==> src/rtl/dma_word_counter.sv <==
// Up/down address/word counter for one DMA channel: initial register, cascade carry,
// wrap/stop/reload terminal-count modes. Optional tc_pulse output under `DMA_TC_PULSE_EN.
module dma_word_counter #(
  parameter int               WIDTH     = 8,
  parameter logic [WIDTH-1:0] RESET_VAL = '0
) (
  input  logic             clk,
  input  logic             res_n,
  input  logic             load,
  input  logic             reinit,
  input  logic             enable,
  input  logic             cin,
  input  logic             up,
  input  logic [1:0]       mode,
  input  logic [WIDTH-1:0] data_in,
  output logic [WIDTH-1:0] count_out,
  output logic [WIDTH-1:0] init_out,
  output logic             carry_out,
  output logic             done,
`ifdef DMA_TC_PULSE_EN
  output logic             tc_pulse,
`endif
  output logic             busy
);

  typedef enum logic [1:0] {
    ST_IDLE = 2'b00,
    ST_RUN  = 2'b01,
    ST_HALT = 2'b10
  } state_e;

  localparam logic [1:0] MODE_WRAP   = 2'b00;
  localparam logic [1:0] MODE_RELOAD = 2'b10;

  state_e           state_q, state_d;
  logic [WIDTH-1:0] count_q, count_d;
  logic [WIDTH-1:0] init_q, init_d;
  logic             done_q, done_d;
  logic             busy_q, busy_d;
  logic             tc_q, tc_d;

  logic             boundary;
  logic             step;
  logic [WIDTH-1:0] count_next;

  // Boundary follows the current direction, so a flip of up moves the terminal value.
  assign boundary   = up ? (count_q == {WIDTH{1'b1}}) : (count_q == '0);
  assign step       = enable & cin & (state_q == ST_RUN);
  assign count_next = up ? count_q + WIDTH'(1) : count_q - WIDTH'(1);

  // Carry ignores the FSM state so a cascaded stage behaves like the original 4-bit part.
  assign carry_out  = enable & cin & boundary;

  // NOTE: every always_comb output gets a default first, otherwise a path that
  // skips an assignment infers a latch.
  always_comb begin
    state_d = state_q;
    count_d = count_q;
    init_d  = init_q;
    done_d  = done_q;
    tc_d    = 1'b0;

    if (load) begin
      count_d = data_in;
      init_d  = data_in;
      done_d  = 1'b0;
      state_d = ST_RUN;
    end else if (reinit) begin
      count_d = init_q;
      done_d  = 1'b0;
      state_d = ST_RUN;
    end else if (step) begin
      if (boundary) begin
        done_d = 1'b1;
        tc_d   = 1'b1;
        unique case (mode)
          MODE_WRAP:   count_d = count_next;
          MODE_RELOAD: count_d = init_q;
          default:     state_d = ST_HALT;
        endcase
      end else begin
        count_d = count_next;
      end
    end

    busy_d = (state_d == ST_RUN);
  end

  // NOTE: sequential state uses non-blocking assignments only, so every register
  // samples the pre-edge values of its neighbours.
  // NOTE: the initial-value register is an ordinary flop, not a memory, so it is
  // cleared by reset together with the count.
  always_ff @(posedge clk or negedge res_n) begin
    if (!res_n) begin
      state_q <= ST_IDLE;
      count_q <= RESET_VAL;
      init_q  <= RESET_VAL;
      done_q  <= 1'b0;
      busy_q  <= 1'b0;
      tc_q    <= 1'b0;
    end else begin
      state_q <= state_d;
      count_q <= count_d;
      init_q  <= init_d;
      done_q  <= done_d;
      busy_q  <= busy_d;
      tc_q    <= tc_d;
    end
  end

  assign count_out = count_q;
  assign init_out  = init_q;
  assign done      = done_q;
  assign busy      = busy_q;

`ifdef DMA_TC_PULSE_EN
  assign tc_pulse = tc_q;
`else
  logic unused_tc;
  assign unused_tc = tc_q;
`endif

endmodule

==> config.mk <==
export PLATFORM = sky130hd
export DESIGN_NAME = dma_word_counter
export DESIGN_NICKNAME = d
export VERILOG_FILES = /design/src/rtl/dma_word_counter.sv
export SDC_FILE = /design/constraint.sdc
export NUM_CORES = 1
export LEC_CHECK = 0
export CORE_MARGIN = 2
export CORE_UTILIZATION = 47
export CTS_CLUSTER_SIZE = 20
export DETAILED_ROUTE_END_ITERATION = 10
export MAX_ROUTING_LAYER = met4
export PLACE_DENSITY = 0.79
export SLEW_MARGIN = 15
export SYNTH_ARGS = -nofsm -noshare
export SYNTH_HDL_FRONTEND = slang
export SYNTH_SLANG_ARGS = --single-unit
==> constraint.sdc <==
create_clock -name clk -period 2.56 [get_ports clk]
set_input_delay 0.256 -clock clk [delete_from_list [all_inputs] [get_ports clk]]
set_output_delay 0.256 -clock clk [all_outputs]
set_load 0.01 [all_outputs]
==> results_tabular.tex, run 1 <==
\begin{tabular}{lr}
\hline
Metric & Value \\
\hline
\multicolumn{2}{l}{\textbf{Clock tree}} \\
Source-to-sink clock delay at the later pin of the worst-skew pair & 0.32 ns \\
Number of buffers added for setup after CTS & 0 \\
Resized cells post-CTS & 0 \\
Root buffer cell & clkbuf\_4 \\
Total CTS buffers & 3 \\
Reg clk slew, reported paths & 0.13 ns \\
Buffer levels on the longest clock path & 2 \\
Number of sinks driven by the clock tree & 20 \\
Post-cts hold buffer count & 0 \\
CTS tree & yes \\
H-tree Lvls & 1 \\
\multicolumn{2}{l}{\textbf{Floorplan}} \\
Core area & 2690 µm² \\
Vert. Die Dim & 56.6 µm \\
IO Count & 36 \\
Total number of placement rows & 19 \\
Effective utilization at floorplan & 0.483 \\
Die Footprint & 3200 µm² \\
Die Width & 56.6 µm \\
\multicolumn{2}{l}{\textbf{Global route}} \\
Largest net degree at the start of global routing & 21 \\
Wire length of the first global-routing pass & 5730 µm \\
Number of global-route vias before repair & 1270 \\
Aggregate global-route resource usage & 0.237 \\
Global-route congestion overflow total & 0 \\
Number of antenna violations at the first check in global routing & 0 \\
\multicolumn{2}{l}{\textbf{Run status}} \\
Run status & finished clean \\
\multicolumn{2}{l}{\textbf{Routing}} \\
ANT nets after route & 0 \\
Via Count & 1243 \\
Routed length on met2 & 1690 µm \\
Top Metal Used & met4 \\
Initial drt markers & 43 \\
DRT Wirelength & 3420 µm \\
Vias per inst & 5.89 \\
Total iterations of the first detailed-routing run & 4 \\
Met3 layer wire length in the routed design & 202 µm \\
Drt drc & 0 \\
Post-DR wirelength/cell & 16.2 µm \\
Met1 WL & 1440 µm \\
\multicolumn{2}{l}{\textbf{Pwr}} \\
Portion of total power attributed to combinational logic & 0.367 \\
Post-layout power & 0.00105 W \\
Sw Share & 0.314 \\
Sequential power share & 0.378 \\
VDD IR-drop max & 494 µV \\
Leakage power & 0.779 nW \\
Power dissipated by switching net loads & 0.000329 W \\
Share of total power in the clock network & 0.255 \\
Power density relative to cell area & 584 nW/µm² \\
Internal power & 0.000717 W \\
\multicolumn{2}{l}{\textbf{STA}} \\
RSZ-0062 raised after global routing & false \\
Final-report hold violation count & 0 \\
Post-Route Skew & 0.0119 ns \\
\# setup viols final & 0 \\
Final min period & 2.34 ns \\
Slew at the pin with the worst max-slew slack & 0.897 ns \\
Final worst path period share & 0.913 \\
Timing-limited maximum frequency & 428 MHz \\
Worst hold margin & 0.429 ns \\
Crit path setup slack, layout & 0.223 ns \\
Worst max-slew margin expressed relative to the limit & 0.400 \\
Slew Viols, Final & 0 \\
\multicolumn{2}{l}{\textbf{Critical path}} \\
CP Capture Type & register \\
Kind of critical path & input pin to register \\
Launching element type of the critical path & input pin \\
Maximum fanout along the worst path & 6 \\
Critical path's slowest cell & clkdlybuf4s50\_1 \\
Crit-path cells & clkdlybuf4s50\_1 -> inv\_1 -> ha\_1 -> and3\_1 -> a221o\_1 -> o41ai\_2 -> xnor2\_1 -> o311a\_1 -> o22ai\_1 \\
Required time at the endpoint of the critical path & 2.80 ns \\
Worst stage delay on the critical path & 0.48 ns \\
Critical path data arrival time & 2.58 ns \\
\multicolumn{2}{l}{\textbf{Yosys}} \\
Area share of the largest cell type after synthesis & 0.385 \\
Number of synthesized flops with an enable pin & 0 \\
Largest cells by area after synthesis & dfrtp\_1, ha\_1, nand2\_1, a21oi\_1, nor2\_1 \\
Portion of the post-synthesis area used by sequential elements & 0.385 \\
Leading area contributor after synthesis & dfrtp\_1 \\
Synthesized area per cell & 9.62 µm² \\
\#FFs+latches synth & 20 \\
Number of warnings printed during yosys synthesis & 0 \\
Cell count after synthesis & 135 \\
Async set-or-reset flop fraction in the synthesized netlist & 1.00 \\
Most common cell in the synthesized netlist & dfrtp\_1 \\
Flip-flop cell with the highest count after synthesis & dfrtp\_1 \\
Synth cell types & 45 \\
Cell types with the highest counts after synthesis & dfrtp\_1, nand2\_1, nor2\_1 \\
Netlist area before placement & 1300 µm² \\
Mapped Nets & 159 \\
\multicolumn{2}{l}{\textbf{Place}} \\
Buffers on Ports & 35 \\
Placed Cells incl. Taps & 207 \\
DPL Wire Length & 2540 µm \\
Setup WS pre-CTS & -0.0613 ns \\
Last weighted congestion value of the routability-driven placer & 0.852 \\
\multicolumn{2}{l}{\textbf{Cells and area}} \\
Final layout net count & 205 \\
Post-Layout Cell Count & 211 \\
Area of the multi-input gates & 749 µm² \\
Final core utilization & 0.666 \\
Reg area & 500 µm² \\
Fill count & 232 \\
Signed area change from the synthesized netlist to the final layout & 37.8\% \\
Ant. Diodes & 0 \\
Fraction of layout instances using a drive strength above 1 & 0.144 \\
\multicolumn{2}{l}{\textbf{Min path}} \\
Min-delay worst type & input pin to async pin \\
\multicolumn{2}{l}{\textbf{Job}} \\
Number of max-capacitance violations reported & 0 \\
\hline
\end{tabular}
power by group through the flow:
stage / combinational [W] / clock, W / sequential (W)
after detailed placement: 0.000379 / 0 / 0.000400
after global placement: 0.000368 / 0 / 0.000397
after floorplan: 0.000203 / 0 / 0.000403
after CTS: 0.000384 / 0.000266 / 0.000394
after global routing: 0.000420 / 0.000284 / 0.000399
final: 0.000384 / 0.000266 / 0.000395
worst paths after layout:
path                              startpoint            to  slack [ns]  cells past startpoint
worst max-delay path                      up  count_out[7]        0.22                      9
worst min-delay path                   res_n  count_out[4]        0.43                      1
worst max register to register  count_out[4]  count_out[7]        0.31                      7
worst min register to register    state_q[1]    state_q[1]        0.54                      2
max in group asynchronous              res_n  count_out[5]        1.58                      1
min in group clk                  data_in[3]   init_out[3]        0.49                      3
cell usage in the layout (no fill, tap or decap), types with 3 or more instances in the layout:
master and count:
mux2_2 3, o21ai_1 3, dfrtp_1 20, nor2_1 12
nand2_1 13, nor3_1 4, o21ai_0 5, buf_4 9
clkbuf_4 3, a21o_1 5, clkdlybuf4s50_1 35, inv_1 7
ha_1 6, xnor2_1 5, nand2b_1 3, a21oi_1 9
per-layer routing:
| metal | track usage | vias to the layer above |
|---|---|---|
| li1 | - | 580 |
| met1 | 0.292 | 604 |
| met4 | 0.0714 | 0 |
| met5 | - | - |
| met3 | 0.0576 | 11 |
| met2 | 0.384 | 48 |
area by class of cell:
cell class | instances | area share
inverter | 8 | 0.0168
multi-input combinational | 104 | 0.419
timing repair buffer | 44 | 0.234
tap | 31 | 0.0217
clock buffer | 3 | 0.0126
sequential | 20 | 0.280
clock inverter | 1 | 0.0168
cell families (layout without fill, tap and decap cells):
kind of cell               Yosys count  in the layout  synth area share
buffers and inverters               11             56            0.0376
muxes                                6              6            0.0511
adders and majority gates            7              7            0.0732
DFF                                 20             20             0.385
AOI/OAI and AO/OA                   41             41             0.245
and+or+nand+nor                     44             44             0.168
xor gates and xnor gates             6              6            0.0405
worst max-delay path, delay by kind of cell:
| kind | cells | cell delay [ns] |
|---|---|---|
| xor gates and xnor gates | 1 | 0.13 |
| buffers and inverters | 2 | 0.60 |
| adders and majority gates | 1 | 0.36 |
| AOI/OAI and AO/OA | 4 | 1.01 |
| and+or+nand+nor | 1 | 0.20 |
stage by stage:
stage / TNS [ns] / cell area [µm²]
after detailed placement: -0.110 / 1740
after floorplan: 0 / 1300
after global placement: 0 / 1740
after CTS: 0 / 1790
final: 0 / 1790
after global routing: 0 / 1790
flip-flops by register name, summed over array words and instances (netlist names):
register and count:
init_out 8, count_out 8, state_q 2, busy 1
done 1
Power figures use the tool's default switching activity.
==> run 2: changes to the inputs <==
--- a/config.mk
+++ b/config.mk
@@ -10,8 +10,8 @@
 export CTS_CLUSTER_SIZE = 20
 export DETAILED_ROUTE_END_ITERATION = 10
 export MAX_ROUTING_LAYER = met4
-export PLACE_DENSITY = 0.79
-export SLEW_MARGIN = 15
+export PLACE_DENSITY = 0.86
+export SLEW_MARGIN = 10
 export SYNTH_ARGS = -nofsm -noshare
 export SYNTH_HDL_FRONTEND = slang
 export SYNTH_SLANG_ARGS = --single-unit
==> run 2 against run 1 <==
Compared with the run above:
- critical path depth shrank 5
- largest power group unchanged
- via count shrank 3.1%
- die area is the same
- clock power grew 3%
- utilization shrank 0.28 points
- worst setup slack lost 0.015 ns
- power grew 0.28%
- non-clock buffer count shrank 1
- maximum frequency shrank 0.63%
==> results_tabular.tex, run 2 (synthesis results as in run 1) <==
\begin{tabular}{lr}
\hline
Metric & Value \\
\hline
\multicolumn{2}{l}{\textbf{STA}} \\
\# setup viols final & 0 (unchanged) \\
Final-report hold violation count & 0 (unchanged) \\
Total negative slack & 0 ns (unchanged) \\
Slew Viols, Final & 0 (unchanged) \\
Final min period & 2.35 ns (+0.0148 ns) \\
Post-Route Skew & 0.00521 ns (-0.00668 ns) \\
Timing-limited maximum frequency & 425 MHz (-0.63\%) \\
Slew at the pin with the worst max-slew slack & 0.889 ns (-0.00849 ns) \\
RSZ-0062 raised after global routing & false \\
Worst max-slew margin expressed relative to the limit & 0.406 (+0.00568) \\
Final worst path period share & 0.919 (+0.00579) \\
\multicolumn{2}{l}{\textbf{Clock tree}} \\
H-tree Lvls & 1 (unchanged) \\
Total CTS buffers & 3 (unchanged) \\
Source-to-sink clock delay at the later pin of the worst-skew pair & 0.32 ns (about the same) \\
Root buffer cell & clkbuf\_4 \\
Reg clk slew, reported paths & 0.13 ns (about the same) \\
Post-cts hold buffer count & 0 (unchanged) \\
Buffer levels on the longest clock path & 2 (unchanged) \\
CTS tree & yes \\
Number of sinks driven by the clock tree & 20 (unchanged) \\
Number of buffers added for setup after CTS & 0 (unchanged) \\
Resized cells post-CTS & 0 (unchanged) \\
\multicolumn{2}{l}{\textbf{Floorplan}} \\
Vert. Die Dim & 56.6 µm (unchanged) \\
Core area & 2690 µm² (unchanged) \\
IO Count & 36 (unchanged) \\
Die Width & 56.6 µm (unchanged) \\
Effective utilization at floorplan & 0.483 (unchanged) \\
Die Footprint & 3200 µm² (unchanged) \\
Total number of placement rows & 19 (unchanged) \\
\multicolumn{2}{l}{\textbf{Global route}} \\
Number of antenna violations at the first check in global routing & 0 (unchanged) \\
Number of global-route vias before repair & 1158 (-8.8\%) \\
Wire length of the first global-routing pass & 5290 µm (-7.7\%) \\
Aggregate global-route resource usage & 0.222 (-0.0149) \\
Largest net degree at the start of global routing & 21 (unchanged) \\
Global-route congestion overflow total & 0 (unchanged) \\
\multicolumn{2}{l}{\textbf{Cells and area}} \\
Post-Layout Cell Count & 210 (-0.47\%) \\
Final layout net count & 204 (-0.49\%) \\
Ant. Diodes & 0 (unchanged) \\
Signed area change from the synthesized netlist to the final layout & 37.2\% \\
Fraction of layout instances using a drive strength above 1 & 0.140 (-0.00478) \\
Most frequent standard cell in the layout excluding fill and tap cells & clkdlybuf4s50\_1 \\
Most frequent cells in the layout & clkdlybuf4s50\_1, dfrtp\_1, nand2\_1, nor2\_1, a21oi\_1 \\
Final core utilization & 0.663 (-0.00279) \\
\multicolumn{2}{l}{\textbf{Place}} \\
DPL Wire Length & 2530 µm (-0.34\%) \\
Placed Cells incl. Taps & 206 (-0.48\%) \\
Buffers on Ports & 35 (unchanged) \\
Last weighted congestion value of the routability-driven placer & 0.880 (+3.3\%) \\
\multicolumn{2}{l}{\textbf{Routing}} \\
DRT Wirelength & 3290 µm (-3.7\%) \\
Vias per inst & 5.73 (-2.7\%) \\
Initial drt markers & 34 (-21\%) \\
Post-DR wirelength/cell & 15.7 µm (-3.2\%) \\
Drt drc & 0 (unchanged) \\
ANT nets after route & 0 (unchanged) \\
Total iterations of the first detailed-routing run & 4 (unchanged) \\
Via Count & 1204 (-3.1\%) \\
\multicolumn{2}{l}{\textbf{Critical path}} \\
Worst stage delay on the critical path & 0.55 ns (+0.07 ns) \\
Setup slack of the worst register-to-register path & 0.37 ns (+0.06 ns) \\
Critical path data arrival time & 2.10 ns (-0.48 ns) \\
Worst flop-to-flop path endpoint & count\_out[7] \\
Kind of critical path & register to output port \\
CP Capture Type & output port \\
Crit-path cells & nor4\_1 -> nand3\_2 -> a21oi\_1 -> clkdlybuf4s50\_1 \\
Cell depth of the worst flop-to-flop path & 7 (unchanged) \\
Critical path's slowest cell & clkdlybuf4s50\_1 \\
Maximum fanout along the worst path & 5 (-1) \\
Required time at the endpoint of the critical path & 2.30 ns (-0.50 ns) \\
Launching element type of the critical path & register \\
Start of the worst register-to-register path & count\_out[4] \\
\multicolumn{2}{l}{\textbf{Run status}} \\
Run status & finished clean \\
\multicolumn{2}{l}{\textbf{Pwr}} \\
Power density relative to cell area & 588 nW/µm² (+0.70\%) \\
Post-layout power & 0.00105 W (+0.28\%) \\
Leakage power & 0.774 nW (-0.62\%) \\
VDD IR-drop max & 411 µV (-17\%) \\
\multicolumn{2}{l}{\textbf{Min path}} \\
Min-delay worst type & input pin to async pin \\
\multicolumn{2}{l}{\textbf{Job}} \\
Number of max-capacitance violations reported & 0 (unchanged) \\
\hline
\end{tabular}
-- run 2: metal layers --
metal  vias up  share of wire  global-route usage
li1        578              -                   -
met1       569           0.44               0.269
met2        46           0.48               0.352
met3        11          0.047              0.0415
met4         0          0.029               0.112
met5         -              0                   -
-- run 2: area by class of cell --
cell class | instances | area (µm²)
clock buffer | 3 | 22.5
sequential | 20 | 500
clock inverter | 1 | 30.0
timing repair buffer | 43 | 410
multi-input combinational | 104 | 749
tap | 31 | 38.8
inverter | 8 | 30.0
fill | 207 | 905
-- run 2: where the power goes --
group / switching, W / leakage [nW] / internal (W)
Sequential: 0.0000451 / 0.237 / 0.000349
Combinational: 0.000175 / 0.508 / 0.000207
Clock: 0.000115 / 0.0279 / 0.000159
Total: 0.000335 / 0.774 / 0.000714
-- run 2: worst max-delay path by stage --
stage / startpoint / endpoint / slack, ns
4_1_cts: count_out[2] / carry_out / 0.23
5_1_grt: count_out[2] / carry_out / 0.12
3_5_place_dp: up / count_out[7] / -0.03
2_1_floorplan: count_out[4] / count_out[7] / 0.47
3_3_place_gp: up / count_out[7] / 0.05
6_report: count_out[2] / carry_out / 0.21
-- run 2: worst max-delay path, delay by kind of cell, from the launching register on --
| family | cells | cell delay [ns] |
|---|---|---|
| compound gates | 1 | 0.19 |
| buf+inv | 1 | 0.55 |
| flops | 1 | 0.46 |
| simple gates | 2 | 0.58 |
-- run 2: stage by stage --
| stage | area [µm²] | worst slack [ns] | hold slack [ns] |
|---|---|---|---|
| 6_report | 1780 | 0.208 | 0.417 |
| 5_1_grt | 1780 | 0.120 | 0.495 |
| 4_1_cts | 1780 | 0.230 | 0.469 |
| 3_5_place_dp | 1730 | -0.0320 | 0.498 |
| 3_3_place_gp | 1730 | 0.0508 | 0.490 |
| 2_1_floorplan | 1300 | 0.469 | -0.0396 |
